`config.mk`:
```
export PLATFORM = sky130hd
export DESIGN_NAME = rx_nibble_serializer
export DESIGN_NICKNAME = d
export VERILOG_FILES = /design/src/rtl/rx_serial_pkg.sv /design/src/rtl/rx_fill_hysteresis.sv /design/src/rtl/rx_nibble_serializer.sv
export SDC_FILE = /design/constraint.sdc
export NUM_CORES = 1
export LEC_CHECK = 0
export CELL_PAD_IN_SITES_DETAIL_PLACEMENT = 1
export CELL_PAD_IN_SITES_GLOBAL_PLACEMENT = 2
export CORE_ASPECT_RATIO = 0.8
export CORE_MARGIN = 1.5
export CORE_UTILIZATION = 25
export DETAILED_ROUTE_END_ITERATION = 16
export PLACE_DENSITY = 0.78
export SYNTH_ARGS = -nofsm -noshare
export SYNTH_HDL_FRONTEND = slang
export SYNTH_SLANG_ARGS = --single-unit
```
`constraint.sdc`:
```
create_clock -name clk -period 1.6 [get_ports clk]
set_clock_uncertainty 0.15 [all_clocks]
set_input_delay 0.4 -clock clk [delete_from_list [all_inputs] [get_ports clk]]
set_output_delay 0.4 -clock clk [all_outputs]
set_load 0.05 [all_outputs]
```
`src/rtl/rx_serial_pkg.sv`:
```
// rx_serial_pkg: shared state type, constants and nibble helper for the RX nibble serializer
package rx_serial_pkg;
  localparam int WORD_W = 24;
  localparam int NIB_W = 4;
  localparam int NIBS_PER_WORD = WORD_W / NIB_W;
  localparam int IDX_W = $clog2(NIBS_PER_WORD);
  localparam logic [7:0] UNDERRUN_MAX = 8'hFF;
  typedef enum logic {IDLE, STREAM} state_t;
  function automatic logic [NIB_W-1:0] nibble_select(input logic [WORD_W-1:0] word, input logic [IDX_W-1:0] idx);
    return word[WORD_W-1-NIB_W*idx -: NIB_W];
  endfunction
endpackage

```
`src/rtl/rx_fill_hysteresis.sv`:
```
// rx_fill_hysteresis: registered samples-available flag with high/low fill thresholds
module rx_fill_hysteresis #(
  parameter int LW = 11,
  parameter int THRESH_HI = 256,
  parameter int THRESH_LO = 128
) (
  input  logic          clk,
  input  logic          rstb,
  input  logic [LW-1:0] in_fill,
  output logic          samples_avail
);
  logic r_avail;
  assign samples_avail = r_avail;
  // set above the high mark, clear below the low mark, hold in the band and on either mark
  always_ff @(posedge clk) begin
    if (!rstb) r_avail <= 1'b0;
    else r_avail <= in_fill > LW'(THRESH_HI) ? 1'b1 : in_fill < LW'(THRESH_LO) ? 1'b0 : r_avail;
  end
endmodule

```
`src/rtl/rx_nibble_serializer.sv`:
```
// rx_nibble_serializer: 24-bit FIFO words to MS-first nibbles on Pi request; RX_NIBBLE_PARITY_EN adds out_parity
module rx_nibble_serializer
  import rx_serial_pkg::*;
#(
  parameter int DW = 24,
  parameter int NW = 4,
  parameter int LW = 11,
  parameter int THRESH_HI = 256,
  parameter int THRESH_LO = 128
) (
  input  logic          clk,
  input  logic          rstb,
  input  logic [DW-1:0] in_tdata,
  input  logic          in_tvalid,
  input  logic          in_tlast,
  output logic          in_tready,
  input  logic [LW-1:0] in_fill,
  input  logic          nib_req,
  output logic [NW-1:0] out_data,
  output logic          out_last,
  output logic          out_valid,
  output logic          samples_avail,
  output logic          underrun,
  output logic [7:0]    underrun_cnt,
  input  logic          clr_status
`ifdef RX_NIBBLE_PARITY_EN
  , output logic        out_parity
`endif
);
  localparam int NIBS = DW / NW;
  localparam int IW = $clog2(NIBS);
  state_t r_state, w_state_nxt;
  logic [DW-1:0] r_cur, r_nxt;
  logic r_cur_last, r_nxt_last, r_nxt_valid;
  logic [IW-1:0] r_idx;
  logic [NW-1:0] r_out_data;
  logic r_out_last, r_out_valid, r_underrun;
  logic [7:0] r_ucnt;
  logic w_stream, w_last_nib, w_end, w_move, w_accept;
  assign in_tready = rstb & ~r_nxt_valid;
  assign out_data = r_out_data;
  assign out_last = r_out_last;
  assign out_valid = r_out_valid;
  assign underrun = r_underrun;
  assign underrun_cnt = r_ucnt;
  rx_fill_hysteresis #(.LW(LW), .THRESH_HI(THRESH_HI), .THRESH_LO(THRESH_LO)) u_hyst (
    .clk(clk), .rstb(rstb), .in_fill(in_fill), .samples_avail(samples_avail)
  );
  // next state: nxt moves into cur when cur is empty or its final nibble is being served
  always_comb begin
    w_stream = r_state == STREAM;
    w_last_nib = r_idx == IW'(NIBS - 1);
    w_end = w_stream & nib_req & w_last_nib;
    w_move = r_nxt_valid & (~w_stream | w_end);
    w_accept = in_tvalid & in_tready;
    w_state_nxt = w_move ? STREAM : w_end ? IDLE : r_state;
  end
  // state register
  always_ff @(posedge clk) begin
    if (!rstb) r_state <= IDLE;
    else r_state <= w_state_nxt;
  end
  // word buffers, nibble index, nibble output and underrun status
  always_ff @(posedge clk) begin
    if (!rstb) begin
      r_cur <= '0;
      r_cur_last <= 1'b0;
      r_nxt <= '0;
      r_nxt_last <= 1'b0;
      r_nxt_valid <= 1'b0;
      r_idx <= '0;
      r_out_data <= '0;
      r_out_last <= 1'b0;
      r_out_valid <= 1'b0;
      r_underrun <= 1'b0;
      r_ucnt <= '0;
    end else begin
      r_nxt_valid <= w_accept | (r_nxt_valid & ~w_move);
      if (w_accept) begin
        r_nxt <= in_tdata;
        r_nxt_last <= in_tlast;
      end
      if (w_move) begin
        r_cur <= r_nxt;
        r_cur_last <= r_nxt_last;
      end
      if (w_move | w_end) r_idx <= '0;
      else if (w_stream & nib_req) r_idx <= r_idx + 1'b1;
      r_out_valid <= nib_req;
      if (nib_req) begin
        r_out_data <= w_stream ? r_cur[DW-1-NW*r_idx -: NW] : '0;
        r_out_last <= w_end & r_cur_last;
      end
      r_underrun <= clr_status ? 1'b0 : r_underrun | (nib_req & ~w_stream);
      r_ucnt <= clr_status ? '0 : (nib_req & ~w_stream & r_ucnt != UNDERRUN_MAX) ? r_ucnt + 8'd1 : r_ucnt;
    end
  end
`ifdef RX_NIBBLE_PARITY_EN
  logic r_out_parity;
  assign out_parity = r_out_parity;
  // word parity rides on the first nibble only; underrun and later nibbles carry 0
  always_ff @(posedge clk) begin
    if (!rstb) r_out_parity <= 1'b0;
    else if (nib_req) r_out_parity <= w_stream & (r_idx == '0) & (^r_cur);
  end
`endif
endmodule

```
======== Word level (Yosys, flattened, before mapping) ========
Cells that the tools add are included.
storage, ports and cells
  flip-flop bits (word level) ............. 71
  bits of input ports ..................... 41
  output and inout port bits .............. 17
  word-level logic and storage cells ...... 47
operators by class
  add/sub/neg operators ................... 3
  $lt $le $gt $ge ......................... 2
  equal/unequal tests ..................... 2
  shift operators ......................... 1
  mux-type cells .......................... 5
  bitwise operators ....................... 17
  reductions and logical operators ........ 4
operators by type and width
  kind                                                                               number
  27-bit by 33-bit variable part select with 4-bit output                            1
  11-bit by 9-bit greater-than comparator with 1-bit output (second input constant)  1
  11-bit by 8-bit < comparator with 1-bit output (second input constant)             1
  1-bit bitwise AND                                                                  9
  8-bit by 1-bit adder with 8-bit output (second input constant)                     1
  8-bit inequality test (second input constant)                                      1
  5-bit by 5-bit subtractor with 6-bit output (first input constant)                 1
  1-bit 2-to-1 mux                                                                   4
  4-bit 2-to-1 mux                                                                   1
  1-bit NOT                                                                          4
  1-bit bitwise OR                                                                   4
  2-bit nonzero test                                                                 2
  2-bit OR reduction                                                                 2
  3-bit by 1-bit adder with 3-bit output (second input constant)                     1
  3-bit == test (second input constant)                                              1

======== Logic depth before layout (Yosys ltp) ========
  depth in word-level cells ............... 7
  mapped depth ............................ 7
  depth with buffers taken out ............ 5

======== By module ========
Synthesis repeated with hierarchy kept, for this count alone.
unflattened totals
  cell total of the unflattened synthesis .. 328
  area total of the unflattened synthesis .. 2984.1 um^2
modules (own cells, without submodules)
  module                times used  cells an instance  area an instance (um^2)  sequential area each (um^2)
  rx_nibble_serializer  1           320                2921.6                   1401.3
  rx_fill_hysteresis    1           8                  62.6                     20.0

======== Worst setup path before layout ========
OpenSTA, ideal clock, no wires.
  path type ............................... input -> output
  start ................................... input rstb
  end ..................................... output in_tready
  arrival time ............................ 1347 ps
  data required time ...................... 1050 ps
  setup slack ............................. -297 ps
  cell stages on the path ................. 3
  buffers on the path ..................... 1
  cells stage by stage .................... buf_2 > inv_1 > nor2_1
between the ends
  cells in the longest elaborated chain, start to end .. 1
RTL lines
  what                line                        text
  start: declaration  rx_nibble_serializer.sv:12  input logic rstb,
  1-bit bitwise AND   rx_nibble_serializer.sv:40  assign in_tready = rstb & ~r_nxt_valid;
  end: declaration    rx_nibble_serializer.sv:16  output logic in_tready,
No other way between the ends.

======== Worst setup path after layout ========
  start ................................... register r_idx[1]
  end ..................................... register r_out_data[2] (netlist: out_data[2])
between the ends
  cells in the longest elaborated chain, start to end .. 3
RTL lines
  what                                                     line                        text
  start: declaration                                       rx_nibble_serializer.sv:35  logic [IW-1:0] r_idx;
  start signal: assignment                                 rx_nibble_serializer.sv:88  else if (w_stream & nib_req) r_idx <= r_idx + 1'b1;
  5-bit by 5-bit subtractor with 6-bit output              rx_nibble_serializer.sv:91  r_out_data <= w_stream ? r_cur[DW-1-NW*r_idx -: NW] : '0;
  27-bit by 33-bit variable part select with 4-bit output  rx_nibble_serializer.sv:91
  4-bit 2-to-1 mux                                         rx_nibble_serializer.sv:91
  end signal: assignment                                   rx_nibble_serializer.sv:91
  end: declaration                                         rx_nibble_serializer.sv:36  logic [NW-1:0] r_out_data;
No other way between the ends.
A chain may end at the register's enable or synchronous reset.

==> run summary <==
The y dimension of the die was 100.8 µm; the max capacitance violation total was 0. At the end of the flow, the number of nets in the layout was 450. The reg-to-reg startpoint was r_idx[1]. In this run the worst path has a maximum fanout of 5. The number of global-route vias before repair was 2694; the leakage power was 1.649 nW. The count of cells along the worst hold path is 2. Detailed placement finished with a half-perimeter wire length of 5511 µm.

Measured on the finished design, the core utilization comes to 38.59%. The clock insertion delay at the later pin of the skew report is 330 ps. For this run, the leading register cell type out of synthesis is sky130_fd_sc_hd__dfxtp_1.

The flow ran to the end, but the final reports show violations. The cell total after placement came out at 540. Cell with the most instances after synthesis: sky130_fd_sc_hd__nand2_1.

In the final layout, the share of cells above drive strength 1 is 23.90%. The number of vias in the routed layout is 2525, and the fraction of power consumed by sequential logic is 41.2%. Power spread over the standard cell area amounts to 1028 nW/µm². Synthesis inferred 71 register bits. The share of synthesized area in the top cell type comes to 47.57%. Measured along the x axis, the die boundary spans 125.2 µm. The first global-routing pass estimated 13220 µm of wire. The slack of the critical path came out at -0.04330 ps. In this run the critical register-to-register path is captured at out_data[2].

In the global route stage, overall resource usage came out at 13.22%. The run gives 1 as the final setup violation count. The class of the tightest hold or removal check was reg2reg.

The global route total overflow is 0. After layout, the worst path uses 100.0% of the clock period. Derived from the worst setup path, the maximum achievable clock frequency is 625.0 MHz.

Entering global routing, the biggest net connects 51 pins. After synthesis, the share of flip-flops with an asynchronous set or reset is 0%. The pre-CTS worst setup slack came out at -437.4 ps. In this run the most critical hold path is launched from r_cur[21]. The number of placement rows is 35. The worst register-to-register path has a setup slack of -0.04 ps. The core region is 11560 µm². Cell area after technology mapping: 2988 µm². The checks that failed: setup timing.

In this run the deepest clock path goes through 2 buffers. The clock net in this run drives a total of 71 sinks. The tools report the initial standard-cell utilization of the core as 25.84%. VDD sags by at most 488.3 µV. For this run, design rule violations remaining after detail routing come to 0.

Setup repair after global routing could not meet its margin everywhere. The post-synthesis cell type with the largest combined area is sky130_fd_sc_hd__dfxtp_1. Data on the critical path is required at its endpoint by 1660 ps. The root buffer cell chosen for the clock tree is sky130_fd_sc_hd__clkbuf_16. Of the synthesized area, sequential elements account for 47.57%.

The total clock buffers created by CTS came out at 9. Dividing the detail-routed via count by the number of cells gives 4.525. The residual antenna-violating net count after detailed routing was 0; the area added between synthesis and finish was 49.33%. Critical path class: reg2reg. The number of flops mapped to enable cells by yosys is 0, and the average cell area after synthesis is 9.109 µm².

The share of power burned in the clock network is 48.0%, and the net switching share of the total power is 22.41%. The finished layout holds 558 standard cells, fillers aside. Headroom to the max-slew limit came out at 75.14%.

In the synthesized netlist, the cells that appear most often are 89 x sky130_fd_sc_hd__nand2_1, 71 x sky130_fd_sc_hd__dfxtp_1, 35 x sky130_fd_sc_hd__o21ai_0. The detailed router's first-iteration violation count was 119. For the initial antenna violation count, the log shows 0. Tracing the worst setup path back leads to its startpoint at r_idx[1]. The H-tree generated during clock tree synthesis spans 3 levels. The number of input and output port buffers inserted works out to 57. The category of the worst setup path launch point was a flip-flop.

The first detailed-routing pass ran for 6 iterations. Clock-pin slew was measured on the worst setup and hold paths at 60 ps. The worst register-to-register path has a depth of 5.

The max-slew violation count came out at 0. The tools report the number of primary I/O pins as 58. For this block, the routed nets add up to 7861 µm of wire. Sorting the synthesized cells by area gives the leading types as sky130_fd_sc_hd__dfxtp_1 48%, sky130_fd_sc_hd__nand2_1 11%, sky130_fd_sc_hd__mux2i_1 9.7%. The total of warnings raised by yosys came out at 0. Combinational logic burns 10.8% of the power. For hold timing, the worst endpoint is r_cur[21].

In this run, distinct cell masters in the synthesized netlist total 44. The routed wire length per instance is 14.09 µm. The run gives 4.586 mW as the total power of the final layout.

TritonCTS built the clock tree. The tools report the type of destination of the critical path as a flip-flop. The repair_antennas step left the layout with diodes totalling 0. Cell internal power was estimated by the tool at 3.558 mW. The logs give 0 for the final hold violation count and 373 for the post-synth net total. Routability-driven placement finished with a final weighted congestion of 0.7691. For the number of standard cells after synthesis, the log shows 328. Minimum hold slack: 306.5 ps.

STA puts the critical path data arrival time at 1660 ps. The number of hold buffers added after CTS is 0, and the time the final worst path needs with I/O delays and setup is 1600 ps. The die covers 12620 µm². For this design the total switching power over the nets is 1.028 mW.

At the pin with the least slew margin, the transition time is 363.5 ps.
[power groups by stage]
stage | registers [mW] | clock network (mW) | logic [mW]
6_report | 1.89 | 2.20 | 0.495
4_1_cts | 1.89 | 2.26 | 0.513
3_5_place_dp | 1.93 | 0 | 0.474
5_1_grt | 1.90 | 2.32 | 0.541
2_1_floorplan | 1.94 | 0 | 0.231
3_3_place_gp | 1.92 | 0 | 0.465
[what timing repair did]
action,4_1_cts,5_1_grt
resized for setup,11,10
buffers inserted,2,0
pin swaps,1,3
endpoints found under the setup margin,33,22
endpoints found under the hold margin,0,0
cloned,1,0
[flip-flops by register name (all words and copies together) (netlist names), 3 cells and up]
| name | count |
|---|---|
| out_data | 4 |
| r_cur | 24 |
| r_idx | 3 |
| r_nxt | 24 |
| underrun_cnt | 8 |
[per-layer routing]
| metal | up-vias | global-route usage (%) | part of all wire, % | wire length [µm] |
|---|---|---|---|---|
| met5 | - | 0 | 0 | 0 |
| met4 | 0 | 5.070 | 1.9 | 150 |
| met3 | 12 | 3.291 | 4.0 | 312 |
| met2 | 49 | 21.82 | 45 | 3565 |
| met1 | 1180 | 16.80 | 49 | 3832 |
| li1 | 1284 | - | - | - |
[final cells by class]
cell class | count | area [µm²]
clock inverter | 5 | 78.83
multi-input combinational | 229 | 1480
inverter | 7 | 26.28
tap | 148 | 185.2
sequential | 71 | 1434
fill | 1366 | 7099
clock buffer | 11 | 252.7
timing repair buffer | 87 | 1005
[critical path, stage by stage, from the launching register on]
cell and delay [ps]:
sky130_fd_sc_hd__dfxtp_2 330, sky130_fd_sc_hd__buf_4 140, sky130_fd_sc_hd__ha_2 370, sky130_fd_sc_hd__nand2b_1 130
sky130_fd_sc_hd__o21ai_0 270, sky130_fd_sc_hd__o31ai_1 90
[worst max path at each step]
stage	end	slack, ps	cells after the start
finish	out_data[2]	-0.04	5
CTS	underrun_cnt[4]	7	4
floorplan	underrun_cnt[0]	2	3
global placement	underrun_cnt[3]	-390	5
detailed placement	underrun_cnt[3]	-440	5
global route	out_data[2]	-40	5
[stage by stage]
| stage | setup TNS [ps] | area, µm² |
|---|---|---|
| floorplan | 0 | 3007 |
| CTS | 0 | 4471 |
| global route | -174.8 | 4462 |
| finish | -0.04330 | 4462 |
| global placement | -16450 | 4048 |
| detailed placement | -19120 | 4048 |
[cells by family (layout without fill, tap and decap cells)]
kind of cell	after synthesis	count (layout)	synth area share, %
adder cells (fa/ha/maj)	4	4	1.675
multiplexers	40	40	13.86
buffers and inverters	28	110	4.983
AND/OR/NAND/NOR	122	122	18.76
flip-flops	71	71	47.57
AO/OA/AOI/OAI	63	63	13.15
[layout by cell type, fill, tap and decap left out, types with 3 or more instances in the layout]
cell type / netlist / routed
sky130_fd_sc_hd__nand2_1: 89 / 89
sky130_fd_sc_hd__dfxtp_1: 71 / 65
sky130_fd_sc_hd__clkdlybuf4s50_1: 0 / 38
sky130_fd_sc_hd__o21ai_0: 35 / 32
sky130_fd_sc_hd__mux2i_1: 29 / 28
sky130_fd_sc_hd__buf_4: 2 / 26
sky130_fd_sc_hd__buf_12: 0 / 20
sky130_fd_sc_hd__mux2_2: 11 / 11
sky130_fd_sc_hd__clkbuf_16: 0 / 9
sky130_fd_sc_hd__inv_1: 7 / 6
sky130_fd_sc_hd__a211oi_1: 6 / 6
sky130_fd_sc_hd__a22oi_1: 6 / 6
sky130_fd_sc_hd__a21oi_1: 5 / 5
sky130_fd_sc_hd__nand2b_1: 5 / 5
sky130_fd_sc_hd__dfxtp_2: 0 / 4
sky130_fd_sc_hd__nor2b_1: 3 / 3
sky130_fd_sc_hd__o21ai_1: 0 / 3
sky130_fd_sc_hd__nor2_1: 4 / 3
(Power assumes the default switching activity.)
